==> src/rtl/mem_access_ctrl_pkg.sv <==
// Shared types and constants for the MEM-stage access controller.
package mem_access_ctrl_pkg;

  typedef enum logic {
    StIdle = 1'b0,
    StWait = 1'b1
  } state_t;

  localparam int unsigned TimeoutMaxDefault = 15;
  localparam int unsigned CntWidth          = 4;

  typedef struct packed {
    logic [31:0] rdata;
    logic [31:0] alu_result;
    logic [31:0] instr;
    logic [31:0] pc_plus_4;
    logic        regwrite;
    logic        memtoreg;
    logic        jal;
    logic        regdst;
    logic        misalign;
    logic        bus_err;
  } wb_t;

endpackage

==> src/rtl/mem_wb_reg.sv <==
// MEM/WB pipeline register; bubble clears all fields and has priority over load.
module mem_wb_reg
  import mem_access_ctrl_pkg::*;
(
  input  logic clk,
  input  logic rst,
  input  logic load,
  input  logic bubble,
  input  wb_t  d,
  output wb_t  q
);

  always_ff @(posedge clk or negedge rst) begin
    if (!rst) begin
      q <= '0;
    end else if (bubble) begin
      q <= '0;
    end else if (load) begin
      q <= d;
    end
  end

endmodule

==> src/rtl/mem_access_ctrl.sv <==
// MEM-stage data-memory access controller: request FSM, wait-timeout counter, stall and WB control.
module mem_access_ctrl
  import mem_access_ctrl_pkg::*;
#(
  parameter int unsigned TIMEOUT_MAX = TimeoutMaxDefault
) (
  input  logic        clk,
  input  logic        rst,
  input  logic [31:0] pc_plus_4_ex,
  input  logic [31:0] alu_result_ex,
  input  logic [31:0] instr_ex,
  input  logic [31:0] wdata_ex,
  input  logic        memwrite_ex,
  input  logic        memtoreg_ex,
  input  logic        regwrite_ex,
  input  logic        jal_ex,
  input  logic        regdst_ex,
  output logic        dmem_req,
  output logic        dmem_we,
  output logic [31:0] dmem_addr,
  output logic [31:0] dmem_wdata,
  input  logic        dmem_ack,
  input  logic [31:0] dmem_rdata,
  output logic        mem_stall,
  output logic [31:0] rdata_wb,
  output logic [31:0] alu_result_wb,
  output logic [31:0] instr_wb,
  output logic [31:0] pc_plus_4_wb,
  output logic        regwrite_wb,
  output logic        memtoreg_wb,
  output logic        jal_wb,
  output logic        regdst_wb,
  output logic        misalign_wb,
  output logic        bus_err_wb
);

  localparam logic [CntWidth-1:0] TimeoutCnt = CntWidth'(TIMEOUT_MAX);

  state_t              state_q, state_d;
  logic [CntWidth-1:0] cnt_q, cnt_d;
  logic                mem_op, aligned, in_wait, timeout;
  logic                wb_load;
  wb_t                 wb_d, wb_q;

  assign mem_op  = memwrite_ex | memtoreg_ex;
  assign aligned = (alu_result_ex[1:0] == 2'b00);
  assign in_wait = (state_q == StWait);
  assign timeout = in_wait & (cnt_q == TimeoutCnt) & ~dmem_ack;

  assign mem_stall  = (~in_wait & mem_op & aligned) | (in_wait & ~dmem_ack & ~timeout);
  assign dmem_req   = in_wait;
  assign dmem_we    = memwrite_ex;
  assign dmem_addr  = alu_result_ex;
  assign dmem_wdata = wdata_ex;

  always_comb begin
    state_d            = state_q;
    cnt_d              = cnt_q;
    wb_load            = 1'b0;
    wb_d               = '0;
    wb_d.alu_result    = alu_result_ex;
    wb_d.instr         = instr_ex;
    wb_d.pc_plus_4     = pc_plus_4_ex;
    wb_d.regwrite      = regwrite_ex;
    wb_d.memtoreg      = memtoreg_ex;
    wb_d.jal           = jal_ex;
    wb_d.regdst        = regdst_ex;
    case (state_q)
      StIdle: begin
        if (mem_op && aligned) begin
          state_d = StWait;
          cnt_d   = '0;
        end else begin
          // Misaligned accesses never reach the bus; they retire flagged and without writeback.
          wb_load = 1'b1;
          if (mem_op) begin
            wb_d.misalign = 1'b1;
            wb_d.regwrite = 1'b0;
            wb_d.memtoreg = 1'b0;
          end
        end
      end
      StWait: begin
        if (dmem_ack) begin
          state_d    = StIdle;
          cnt_d      = '0;
          wb_load    = 1'b1;
          wb_d.rdata = dmem_rdata;
        end else if (timeout) begin
          state_d       = StIdle;
          cnt_d         = '0;
          wb_load       = 1'b1;
          wb_d.bus_err  = 1'b1;
          wb_d.regwrite = 1'b0;
          wb_d.memtoreg = 1'b0;
        end else begin
          cnt_d = cnt_q + CntWidth'(1);
        end
      end
      default: state_d = StIdle;
    endcase
  end

  always_ff @(posedge clk or negedge rst) begin
    if (!rst) begin
      state_q <= StIdle;
      cnt_q   <= '0;
    end else begin
      state_q <= state_d;
      cnt_q   <= cnt_d;
    end
  end

  mem_wb_reg u_mem_wb_reg (
    .clk    (clk),
    .rst    (rst),
    .load   (wb_load),
    .bubble (mem_stall),
    .d      (wb_d),
    .q      (wb_q)
  );

  assign rdata_wb      = wb_q.rdata;
  assign alu_result_wb = wb_q.alu_result;
  assign instr_wb      = wb_q.instr;
  assign pc_plus_4_wb  = wb_q.pc_plus_4;
  assign regwrite_wb   = wb_q.regwrite;
  assign memtoreg_wb   = wb_q.memtoreg;
  assign jal_wb        = wb_q.jal;
  assign regdst_wb     = wb_q.regdst;
  assign misalign_wb   = wb_q.misalign;
  assign bus_err_wb    = wb_q.bus_err;

endmodule

==> config.mk <==
export PLATFORM = sky130hd
export DESIGN_NAME = mem_access_ctrl
export DESIGN_NICKNAME = d
export VERILOG_FILES = /design/src/rtl/mem_access_ctrl_pkg.sv /design/src/rtl/mem_wb_reg.sv /design/src/rtl/mem_access_ctrl.sv
export SDC_FILE = /design/constraint.sdc
export NUM_CORES = 1
export LEC_CHECK = 0
export ABC_AREA = 1
export CORE_AREA = 2 2 142 144
export CTS_CLUSTER_DIAMETER = 40
export DETAILED_ROUTE_END_ITERATION = 10
export DIE_AREA = 0 0 144 146
export PLACE_DENSITY = 0.73
export SKIP_LAST_GASP = 1
export SLEW_MARGIN = 10
export SYNTH_ARGS = -nofsm -noshare
export SYNTH_HDL_FRONTEND = slang
export SYNTH_SLANG_ARGS = --single-unit
export TNS_END_PERCENT = 10
==> constraint.sdc <==
create_clock -name clk -period 2.1 [get_ports clk]
set_clock_uncertainty 0.1 [all_clocks]
set_input_delay 0.42 -clock clk [delete_from_list [all_inputs] [get_ports clk]]
set_output_delay 0.42 -clock clk [all_outputs]
set_load 0.03 [all_outputs]
**After elaboration in Yosys (flattened, before gate mapping)**

Index checks and enable logic that the tools add are counted.
Widths: inputs -> output; s select.

- Register bits after elaboration: 139
- Bits of input ports: 168
- Word-level logic and storage cells: 55

- $add $sub $neg: 1
- Equal/unequal tests: 2
- Muxes and demuxes: 26
- Bitwise logic cells: 11
- Reduce and logical (&&, ||, !) cells: 3

Operator list:

| kind | number |
|---|---|
| $mux 134 | 2 |
| $mux 32 | 2 |
| $mux 4 | 3 |
| $mux 1 | 11 |
| $mux 2 | 4 |
| $pmux 4 s2 | 1 |
| $and 1x1->1 | 6 |
| $add 4x1->4 const B | 1 |
| $eq 4x4->1 const B | 1 |
| $pmux 1 s2 | 2 |
| $pmux 2 s2 | 1 |
| $not 1->1 | 3 |
| $logic_not 2->1 | 1 |
| $ne 2x1->1 const B | 1 |
| $or 1x1->1 | 2 |
| $reduce_bool 2->1 | 1 |
| $logic_and 1x1->1 | 1 |

**Logic depth before layout (Yosys ltp)**

Gate-level depths: netlist (run 1).

- Depth after elaboration: 8
- Depth in mapped cells: 7
- Mapped depth without buffers: 6

**Hierarchy**

A second synthesis (run 1) with hierarchy kept.

- Cell total of the unflattened synthesis: 758
- Area total of the unflattened synthesis: 6324.8 um^2

By module, submodules not included:

| module | instances | cells each | area each (um^2) | seq. area each (um^2) |
|---|---|---|---|---|
| mem_wb_reg | 1 | 581 | 5275.1 | 3353.2 |
| mem_access_ctrl | 1 | 177 | 1049.8 | 125.1 |

**Worst setup path after synthesis (run 1)**

No wires, ideal clock.

- Path kind: register to output
- Start point: register state_q (netlist: dmem_req)
- End point: output mem_stall
- Arrival time: 1.223 ns
- Data required time: 1.580 ns
- Slack: 0.357 ns
- Cell stages (with the launch flop): 6
- Buffers on the path: 1
- Cell sequence: dfrtp_1 inv_2 nor2_2 nand2_2 nand2_4 buf_2

- Word-level cells in the longest chain between the ends: 5
- Elaborated cells on any way between the ends: 9

RTL lines:

| what | RTL line | source |
|---|---|---|
| start, declared | mem_access_ctrl.sv:39 | `state_t state_q, state_d;` |
| start signal, assigned | mem_access_ctrl.sv:106 | `state_q <= StIdle;` |
| start signal, assigned | mem_access_ctrl.sv:109 | `state_q <= state_d;` |
| $and 1x1->1 (2 in a row) | mem_access_ctrl.sv:48 | `assign timeout = in_wait & (cnt_q == TimeoutCnt) & ~dmem_ack;` |
| $not 1->1 | mem_access_ctrl.sv:50 | `assign mem_stall = (~in_wait & mem_op & aligned) \| (in_wait & ~dmem_ack & ~timeout);` |
| $and 1x1->1 | mem_access_ctrl.sv:50 |  |
| $or 1x1->1 (*) | mem_access_ctrl.sv:50 |  |
| end, declared | mem_access_ctrl.sv:24 | `output logic mem_stall,` |

Mark *: on every way between the ends. The rest lies on a longest branch, timed or not.

**Worst setup path after layout (run 1)**

- Start point: register state_q (netlist: dmem_req)
- End point: output dmem_req

RTL lines:

| what | RTL line | source |
|---|---|---|
| end, declared | mem_access_ctrl.sv:18 | `output logic dmem_req,` |

No word-level cell between the ends.

==> impl_metrics.env, run 1 <==
export IMPL_status="complete, no violations"
export IMPL_ant_nets=0
export IMPL_antenna_found_initial=0
export IMPL_path_buf_inv=1
export IMPL_power_leakage_uw=0.00445
export IMPL_grt_pass1_vias=4211
export IMPL_slew_violations=0
export IMPL_rows=51
export IMPL_die_area_um2=21000
export IMPL_crit_chain="clkdlybuf4s50_1"
export IMPL_drt_wl_total_um=15200
export IMPL_grt_util_all_layers=0.146
export IMPL_grt_max_degree=59
export IMPL_clkTransAtPathRegs_ps=70
export IMPL_reg2reg_depth=8
export IMPL_dpl_hpwl_um=12000
export IMPL_ys_types=19
export IMPL_critical_path_slowest_cell="clkdlybuf4s50_1"
export IMPL_clockBufferDepth=2
export IMPL_setup_tns_ps=0
export IMPL_maxCapViolCount=0
export IMPL_avgSynthCellArea_um2=10.1
export IMPL_die_y_um=146
export IMPL_hp_class="in2async"
export IMPL_worst_path_max_fanout=5
export IMPL_tightest_slew_ps=402
export IMPL_period_minus_slack_ps=2040
export IMPL_via_per_inst=3.79
export IMPL_ys_ff_latch=139
export IMPL_cts_root_buf="clkbuf_16"
export IMPL_fin_area_um2=8830
export IMPL_hold_viol_final=0
export IMPL_seq_area_frac_synth=0.656
export IMPL_powerDensity_nw_per_um2=863
export IMPL_cts_sinks=139
export IMPL_dr_pass1_iters=4
export IMPL_syn_to_final_growth_pct=66.5
export IMPL_crit_cells=1
export IMPL_die_w_um=144
export IMPL_numCtsBuffers=17
export IMPL_post_route_util=0.457
export IMPL_start_util=0.274
export IMPL_placed_cell_area_um2=8200
export IMPL_path_class="reg2out"
export IMPL_core_um2=19300
export IMPL_regArea_um2=3480
export IMPL_finalCritPeriodShare=0.971
export IMPL_worst_ir_drop_vdd_v=0.000495
export IMPL_nFillCells=1823
export IMPL_num_vias=4024
export IMPL_syn_cell_area_um2=5310
export IMPL_cpPeakStageDelay_ps=700
export IMPL_multiInputGateArea_um2=746
export IMPL_grt_pass1_wl_um=22700
export IMPL_io_buffers=304
export IMPL_nets=954
export IMPL_antennaDiodeCount=0
export IMPL_drive_gt1_frac=0.123
export IMPL_worstSetupEndpointType="primary output"
export IMPL_h_tree_depth=4
export IMPL_grt_ovfl_total=0
export IMPL_insertion_delay_ps=400
export IMPL_synth_cells=523
export IMPL_setup_viol=0
export IMPL_max_slew_margin_rel=0.731
export IMPL_drt_iter0_markers=107
export IMPL_crit_arrival_ps=1520
export IMPL_cp_required_ps=1580
export IMPL_ys_warn_count=0
export IMPL_startpoint_type="register"
export IMPL_gp_congestion=0.905
export IMPL_fmax_mhz=490
export IMPL_cts_tree="built"
export IMPL_wl_per_cell_um=14.3
export IMPL_cp_top_family="buffers and inverters"
export IMPL_rsz0062_at_grt="no"
export IMPL_io_pins=369
export IMPL_route_detailed_drc=0
export IMPL_synth_nets=692
stage by stage:
| stage | instances | power, uW | hold slack [ps] | setup WS (ps) |
|---|---|---|---|---|
| after global routing | 1063 | 7970 | 405 | 1.51 |
| final | 1063 | 7620 | 379 | 61.1 |
| after CTS | 1062 | 7760 | 386 | 22.8 |
| after floorplan | 523 | 3920 | 24.4 | 357 |
| after detailed placement | 1027 | 4660 | 264 | 51.9 |
| after global placement | 1027 | 4640 | 273 | 67.4 |
flip-flops by register name (all words and copies together), names as in the netlist:
register,count
dmem_req,1
cnt_q,4
u_mem_wb_reg.q,134
repair_timing:
item / in CTS / in global routing
endpoints found under the hold margin: 38 / 0
buffers inserted: 2 / 1
pin swaps: 1 / 1
gates resized for setup: 0 / 2
setup endpoints to repair: 1 / 1
hold buffers: 1 / 0
final timing paths:
path	startpoint	end	slack (ps)
min reg2reg	cnt_q[1]	cnt_q[1]	440
max in group asynchronous	rst	u_mem_wb_reg.q[123]	930
max reg2reg	cnt_q[0]	u_mem_wb_reg.q[54]	300
min	rst	u_mem_wb_reg.q[29]	380
min in group clk	pc_plus_4_ex[17]	u_mem_wb_reg.q[23]	410
max	dmem_req	dmem_req	60
logic make-up (layout without fill, tap and decap cells):
| group | Yosys count | count (layout) | share of synthesized area |
|---|---|---|---|
| fa+ha+maj | 1 | 1 | 0.00236 |
| buf+inv | 216 | 491 | 0.205 |
| compound gates | 1 | 1 | 0.000942 |
| simple gates | 166 | 166 | 0.136 |
| flops | 139 | 139 | 0.656 |
metal layers:
layer	routed length, um	vias up	global-route usage
met2	8420	214	0.277
met5	0	-	0
li1	-	1913	-
met1	4930	1873	0.135
met3	1510	24	0.0573
met4	361	0	0.0613
cell usage in the layout (no fill, tap or decap):
master,synthesis,layout
nand3_1,5,4
inv_2,1,1
clkbuf_1,3,1
dlygate4sd3_1,0,1
buf_12,0,6
buf_6,0,2
nand2_2,1,1
clkinvlp_4,0,1
nand2_4,1,1
dfrtp_1,139,139
or2_2,1,1
inv_8,0,1
nand4_1,1,1
buf_4,65,43
nand2_1,20,20
nand3_2,0,1
clkinv_2,0,2
nor2_4,10,10
inv_6,0,7
bufinv_16,0,2
o21ai_0,1,1
nor3_1,1,1
clkbuf_8,0,1
clkbuf_16,0,17
inv_1,137,137
nor2_2,1,1
nor2_1,125,125
ha_1,1,1
clkdlybuf4s50_1,0,269
layout make-up:
type	instances	area share
flip-flops and latches	139	0.394
well taps	265	0.0375
clock inverters	13	0.0170
repair buffers	321	0.359
inverters	138	0.0586
clock buffers	19	0.0501
multi-input cells	168	0.0844
cell usage after synthesis:
cell / instances / area (um^2)
buf_2: 8 / 40.0
buf_4: 65 / 488
buf_8: 2 / 30.0
clkbuf_1: 3 / 11.3
dfrtp_1: 139 / 3480
ha_1: 1 / 12.5
inv_1: 137 / 514
inv_2: 1 / 3.75
nand2_1: 20 / 75.1
nand2_2: 1 / 6.26
nand2_4: 1 / 11.3
nand3_1: 5 / 25.0
nand4_1: 1 / 6.26
nor2_1: 125 / 469
nor2_2: 1 / 6.26
nor2_4: 10 / 113
nor3_1: 1 / 5.00
o21ai_0: 1 / 5.00
or2_2: 1 / 6.26
report_power, final:
group | total, uW | switching [uW] | internal (uW)
logic | 1660 | 920 | 737
clock network | 3020 | 1200 | 1810
registers | 2950 | 63.2 | 2890
total | 7620 | 2190 | 5440
Note: power is estimated with default switching activity, not from simulation.
==> run 2, diff against run 1 <==
==> constraint.sdc (replaced) <==
create_clock -name clk -period 2.1 [get_ports clk]
set_clock_uncertainty 0.1 [all_clocks]
set_input_delay 0.42 -clock clk [delete_from_list [all_inputs] [get_ports clk]]
set_output_delay 0.42 -clock clk [all_outputs]
set_load 0.05 [all_outputs]
==> run 2 against run 1 <==
Effect of this change:
- critical path depth did not move
- critical path type unchanged
- hold slack better by 7.9 ps
- cell area up 4.4%
- non-clock buffer count fell by 1
- highest routed layer unchanged
- combinational power rose by 28%
==> impl_metrics.env, run 2 (synthesis gave the netlist of run 1 again) <==
export IMPL_period_minus_slack_ps=2090
export IMPL_route_detailed_drc=0
export IMPL_antenna_found_initial=0
export IMPL_syn_to_final_growth_pct=73.8
export IMPL_drive_gt1_frac=0.139
export IMPL_start_util=0.274
export IMPL_p_switching_uw=2590
export IMPL_crit_arrival_ps=1570
export IMPL_mostFrequentLayoutCells="clkdlybuf4s50_1 (248), dfrtp_1 (139), inv_1 (137)"
export IMPL_grt_pass1_vias=4245
export IMPL_die_area_um2=21000
export IMPL_drt_iter0_markers=72
export IMPL_finalCritPeriodShare=0.994
export IMPL_powerDensity_nw_per_um2=874
export IMPL_crit_chain="clkdlybuf4s50_1"
export IMPL_fmax_mhz=479
export IMPL_crit_path_end="rdata_wb[28]"
export IMPL_cp_required_ps=1580
export IMPL_numCtsBuffers=17
export IMPL_drt_wl_total_um=15400
export IMPL_hp_class="in2async"
export IMPL_holdWs_ps=387
export IMPL_p_clk_frac=0.371
export IMPL_worstSetupEndpointType="primary output"
export IMPL_io_pins=369
export IMPL_grt_pass1_wl_um=23100
export IMPL_pwr_share_comb=0.264
export IMPL_final_common_cell="clkdlybuf4s50_1"
export IMPL_hold_viol_final=0
export IMPL_multiInputGateArea_um2=757
export IMPL_post_route_util=0.477
export IMPL_setup_tns_ps=0
export IMPL_regArea_um2=3480
export IMPL_startpoint_type="register"
export IMPL_h_tree_depth=4
export IMPL_setup_slack_ps=12.7
export IMPL_largest_register_ffs=134
export IMPL_power_leakage_uw=0.00469
export IMPL_rsz0062_at_grt="yes"
export IMPL_tightest_slew_ps=556
export IMPL_status="complete, no violations"
export IMPL_slew_violations=0
export IMPL_clockBufferDepth=2
export IMPL_max_slew_margin_rel=0.629
export IMPL_r2r_start="cnt_q[1]"
export IMPL_grt_util_all_layers=0.147
export IMPL_cts_root_buf="clkbuf_16"
export IMPL_antennaDiodeCount=0
export IMPL_gp_congestion=0.858
export IMPL_io_buffers=304
export IMPL_nFillCells=1747
export IMPL_core_um2=19300
export IMPL_insertion_delay_ps=410
export IMPL_dpl_hpwl_um=12100
export IMPL_internal_power_uw=5470
export IMPL_die_y_um=146
export IMPL_cp_top_family="buffers and inverters"
export IMPL_rrSetupSlack_ps=500
export IMPL_cpPeakStageDelay_ps=830
export IMPL_via_per_inst=3.78
export IMPL_cts_sinks=139
export IMPL_worst_path_max_fanout=1
export IMPL_dp_slack_ps=39.9
export IMPL_swShare=0.322
export IMPL_rows=51
export IMPL_clkTransAtPathRegs_ps=60
export IMPL_ant_nets=0
export IMPL_power_uw=8060
export IMPL_cts_tree="built"
export IMPL_critical_path_slowest_cell="clkdlybuf4s50_1"
export IMPL_path_class="reg2out"
export IMPL_crit_cells=1
export IMPL_worst_ir_drop_vdd_v=0.000509
export IMPL_reg2reg_depth=6
export IMPL_setup_viol=0
export IMPL_wl_per_cell_um=14.5
export IMPL_num_vias=4015
export IMPL_regMostFlops="u_mem_wb_reg.q"
export IMPL_dr_pass1_iters=4
export IMPL_die_w_um=144
export IMPL_nets=953
export IMPL_path_buf_inv=1
export IMPL_r2r_end="u_mem_wb_reg.q[16]"
export IMPL_maxCapViolCount=0
export IMPL_setup_worst_path_start="u_mem_wb_reg.q[130]"
export IMPL_seq_power_share=0.366
export IMPL_grt_ovfl_total=0
export IMPL_grt_max_degree=62
==> run 2: routing by layer <==
metal,vias to the layer above,share of wire,global-route usage
li1,1903,-,-
met1,1844,0.33,0.142
met2,231,0.53,0.265
met3,37,0.11,0.0582
met4,0,0.040,0.0765
met5,-,0,0
==> run 2: final cells by class <==
type | count | share of cell area
Multi-Input combinational cell | 168 | 0.0821
Clock buffer | 17 | 0.0461
Sequential cell | 139 | 0.377
Clock inverter | 14 | 0.0174
Tap cell | 265 | 0.0359
Inverter | 138 | 0.0562
Timing Repair Buffer | 320 | 0.385
==> run 2: worst min path at each step <==
stage / to / slack [ps] / cells after the start
after floorplan: cnt_q[0] / 20 / 0
after global placement: u_mem_wb_reg.q[29] / 260 / 1
after detailed placement: u_mem_wb_reg.q[29] / 260 / 1
after CTS: u_mem_wb_reg.q[29] / 370 / 2
after global routing: u_mem_wb_reg.q[128] / 400 / 3
final: u_mem_wb_reg.q[29] / 390 / 2
==> run 2: timing repair <==
item | CTS | global route
endpoints found under the hold margin | 36 | 0
gates resized for setup | 2 | 9
endpoints found under the setup margin | 29 | 81
pin swaps | 1 | 1
buffers inserted | 1 | 2
hold buffers | 1 | 0
==> run 2: through the flow <==
| step | instances | instance area (um^2) |
|---|---|---|
| floorplan | 523 | 5310 |
| global placement | 1026 | 8570 |
| detailed placement | 1026 | 8570 |
| CTS | 1059 | 9180 |
| global route | 1061 | 9220 |
| finish | 1061 | 9220 |
==> run 2: power by group through the flow <==
stage | clock (uW) | sequential [uW] | combinational, uW
finish | 2990 | 2950 | 2120
global route | 3190 | 2970 | 2230
CTS | 3080 | 2950 | 2140
detailed placement | 0 | 3000 | 2120
global placement | 0 | 2990 | 2110
floorplan | 0 | 3740 | 597
==> run 3, diff against run 2 <==
--- a/config.mk
+++ b/config.mk
@@ -6,11 +6,11 @@
 export NUM_CORES = 1
 export LEC_CHECK = 0
 export ABC_AREA = 1
-export CORE_AREA = 2 2 142 144
+export CORE_AREA = 4 4 140 142
 export CTS_CLUSTER_DIAMETER = 40
 export DETAILED_ROUTE_END_ITERATION = 10
 export DIE_AREA = 0 0 144 146
-export PLACE_DENSITY = 0.73
+export PLACE_DENSITY = 0.76
 export SKIP_LAST_GASP = 1
 export SLEW_MARGIN = 10
 export SYNTH_ARGS = -nofsm -noshare
==> constraint.sdc (replaced) <==
create_clock -name clk -period 2.4 [get_ports clk]
set_clock_uncertainty 0.1 [all_clocks]
set_input_delay 0.24 -clock clk [delete_from_list [all_inputs] [get_ports clk]]
set_output_delay 0.24 -clock clk [all_outputs]
set_load 0.05 [all_outputs]
==> run 3 against run 2 <==
Effect of this change:
- via count shrank 0.47%
- sequential power shrank 13%
- power shrank 14%
- cell count is 3.4% lower
==> impl_metrics.env, run 3 (synthesis gave the netlist of run 1 again) <==
export IMPL_core_um2=18500
export IMPL_drive_gt1_frac=0.0721
export IMPL_antennaDiodeCount=0
export IMPL_nets=947
export IMPL_setup_slack_ps=380
export IMPL_fmax_mhz=495
export IMPL_path_class="reg2out"
export IMPL_power_leakage_uw=0.00435
export IMPL_clockBufferDepth=2
export IMPL_dp_slack_ps=428
export IMPL_worst_path_max_fanout=9
export IMPL_internal_power_uw=4710
export IMPL_grt_ovfl_total=0
export IMPL_cts_root_buf="clkbuf_16"
export IMPL_largest_register_ffs=134
export IMPL_hold_buffers=1
export IMPL_seq_power_share=0.372
export IMPL_die_area_um2=21000
export IMPL_powerDensity_nw_per_um2=791
export IMPL_start_util=0.288
export IMPL_r2r_start="cnt_q[0]"
export IMPL_antenna_found_initial=0
export IMPL_setup_tns_ps=0
export IMPL_slew_violations=0
export IMPL_drt_iter0_markers=76
export IMPL_grt_pass1_vias=4262
export IMPL_cp_required_ps=2060
export IMPL_io_pins=369
export IMPL_rsz0062_at_grt="no"
export IMPL_rrSetupSlack_ps=750
export IMPL_reg2reg_depth=6
export IMPL_pwr_share_comb=0.254
export IMPL_cts_resized=0
export IMPL_crit_arrival_ps=1680
export IMPL_grt_util_all_layers=0.141
export IMPL_mostFrequentLayoutCells="clkdlybuf4s50_1 (302), dfrtp_1 (139), inv_1 (137)"
export IMPL_startpoint_type="register"
export IMPL_gp_congestion=0.804
export IMPL_wl_per_cell_um=14.6
export IMPL_r2r_end="u_mem_wb_reg.q[95]"
export IMPL_grt_max_degree=69
export IMPL_via_per_inst=3.90
export IMPL_insertion_delay_ps=400
export IMPL_numCtsBuffers=17
export IMPL_h_tree_depth=4
export IMPL_worstSetupEndpointType="primary output"
export IMPL_p_switching_uw=2240
export IMPL_worst_ir_drop_vdd_v=0.000455
export IMPL_io_buffers=304
export IMPL_hp_class="in2async"
export IMPL_post_cts_buffers=0
export IMPL_cts_sinks=139
export IMPL_grt_pass1_wl_um=22600
export IMPL_die_w_um=144
export IMPL_clkTransAtPathRegs_ps=60
export IMPL_p_clk_frac=0.375
export IMPL_route_detailed_drc=0
export IMPL_rows=50
export IMPL_finalCritPeriodShare=0.842
export IMPL_drt_wl_total_um=15000
export IMPL_ant_nets=0
export IMPL_crit_path_end="mem_stall"
export IMPL_dpl_hpwl_um=11800
export IMPL_max_slew_margin_rel=0.587
export IMPL_period_minus_slack_ps=2020
export IMPL_syn_to_final_growth_pct=65.6
export IMPL_swShare=0.322
export IMPL_regMostFlops="u_mem_wb_reg.q"
export IMPL_setup_worst_path_start="cnt_q[0]"
export IMPL_maxCapViolCount=0
export IMPL_cts_tree="built"
export IMPL_setup_viol=0
export IMPL_final_common_cell="clkdlybuf4s50_1"
export IMPL_status="complete, no violations"
export IMPL_die_y_um=146
export IMPL_tightest_slew_ps=618
export IMPL_hold_viol_final=0
export IMPL_dr_pass1_iters=3
export IMPL_num_vias=3996
run 3: changes by cell type in the layout (fill, tap and decap cells not counted), moves of 2 or more:
cell | before | now
clkinvlp_4 | 3 | 6
buf_12 | 39 | 4
inv_6 | 6 | 4
clkdlybuf4s50_1 | 248 | 302
buf_4 | 23 | 6
dlymetal6s2s_1 | 7 | 0
run 3: critical path, cell delays in order (launching register included):
cell and delay [ps]:
dfrtp_1 420, ha_1 230, nand3_1 120, nand2_2 100, nand2_4 220, buf_12 180
run 3: how the worst min path moves through the flow:
stage / from / end / slack, ps / cells after the start
2_1_floorplan: rst / cnt_q[0] / -160 / 0
3_3_place_gp: rst / u_mem_wb_reg.q[66] / 90 / 1
3_5_place_dp: rst / u_mem_wb_reg.q[26] / 90 / 1
4_1_cts: rst / u_mem_wb_reg.q[26] / 220 / 2
5_1_grt: instr_ex[20] / u_mem_wb_reg.q[58] / 220 / 3
6_report: rst / u_mem_wb_reg.q[26] / 220 / 2
run 3: layout make-up:
type                    instances  area, um^2
inverters                     138         518
repair buffers                314        3170
multi-input cells             168         741
clock inverters                14         160
fillers                      1690        9670
well taps                     234         293
flip-flops and latches        139        3480
clock buffers                  18         429
run 3: metrics by stage:
step | instance area [um^2] | util | hold WS, ps | power, uW | instances
5_1_grt | 8790 | 0.476 | 221 | 7260 | 1025
3_5_place_dp | 8190 | 0.444 | 91.3 | 4410 | 992
2_1_floorplan | 5310 | - | -156 | 3790 | 523
3_3_place_gp | 8190 | 0.444 | 89.6 | 4390 | 992
4_1_cts | 8790 | 0.476 | 218 | 7060 | 1025
6_report | 8790 | 0.476 | 220 | 6950 | 1025
run 3: metal layers:
layer	routed length, um	share of wire	vias up	GRT usage
li1	-	-	1896	-
met1	5350	0.36	1867	0.147
met2	7890	0.53	181	0.248
met3	1180	0.079	52	0.0483
met4	579	0.039	0	0.0678
met5	0	0	-	0
run 3: power groups by stage:
stage / Clock [uW] / Combinational [uW] / Sequential, uW
after detailed placement: 0 / 1780 / 2630
after CTS: 2690 / 1790 / 2590
final: 2610 / 1760 / 2580
after global routing: 2800 / 1860 / 2600
after global placement: 0 / 1770 / 2620
after floorplan: 0 / 523 / 3270
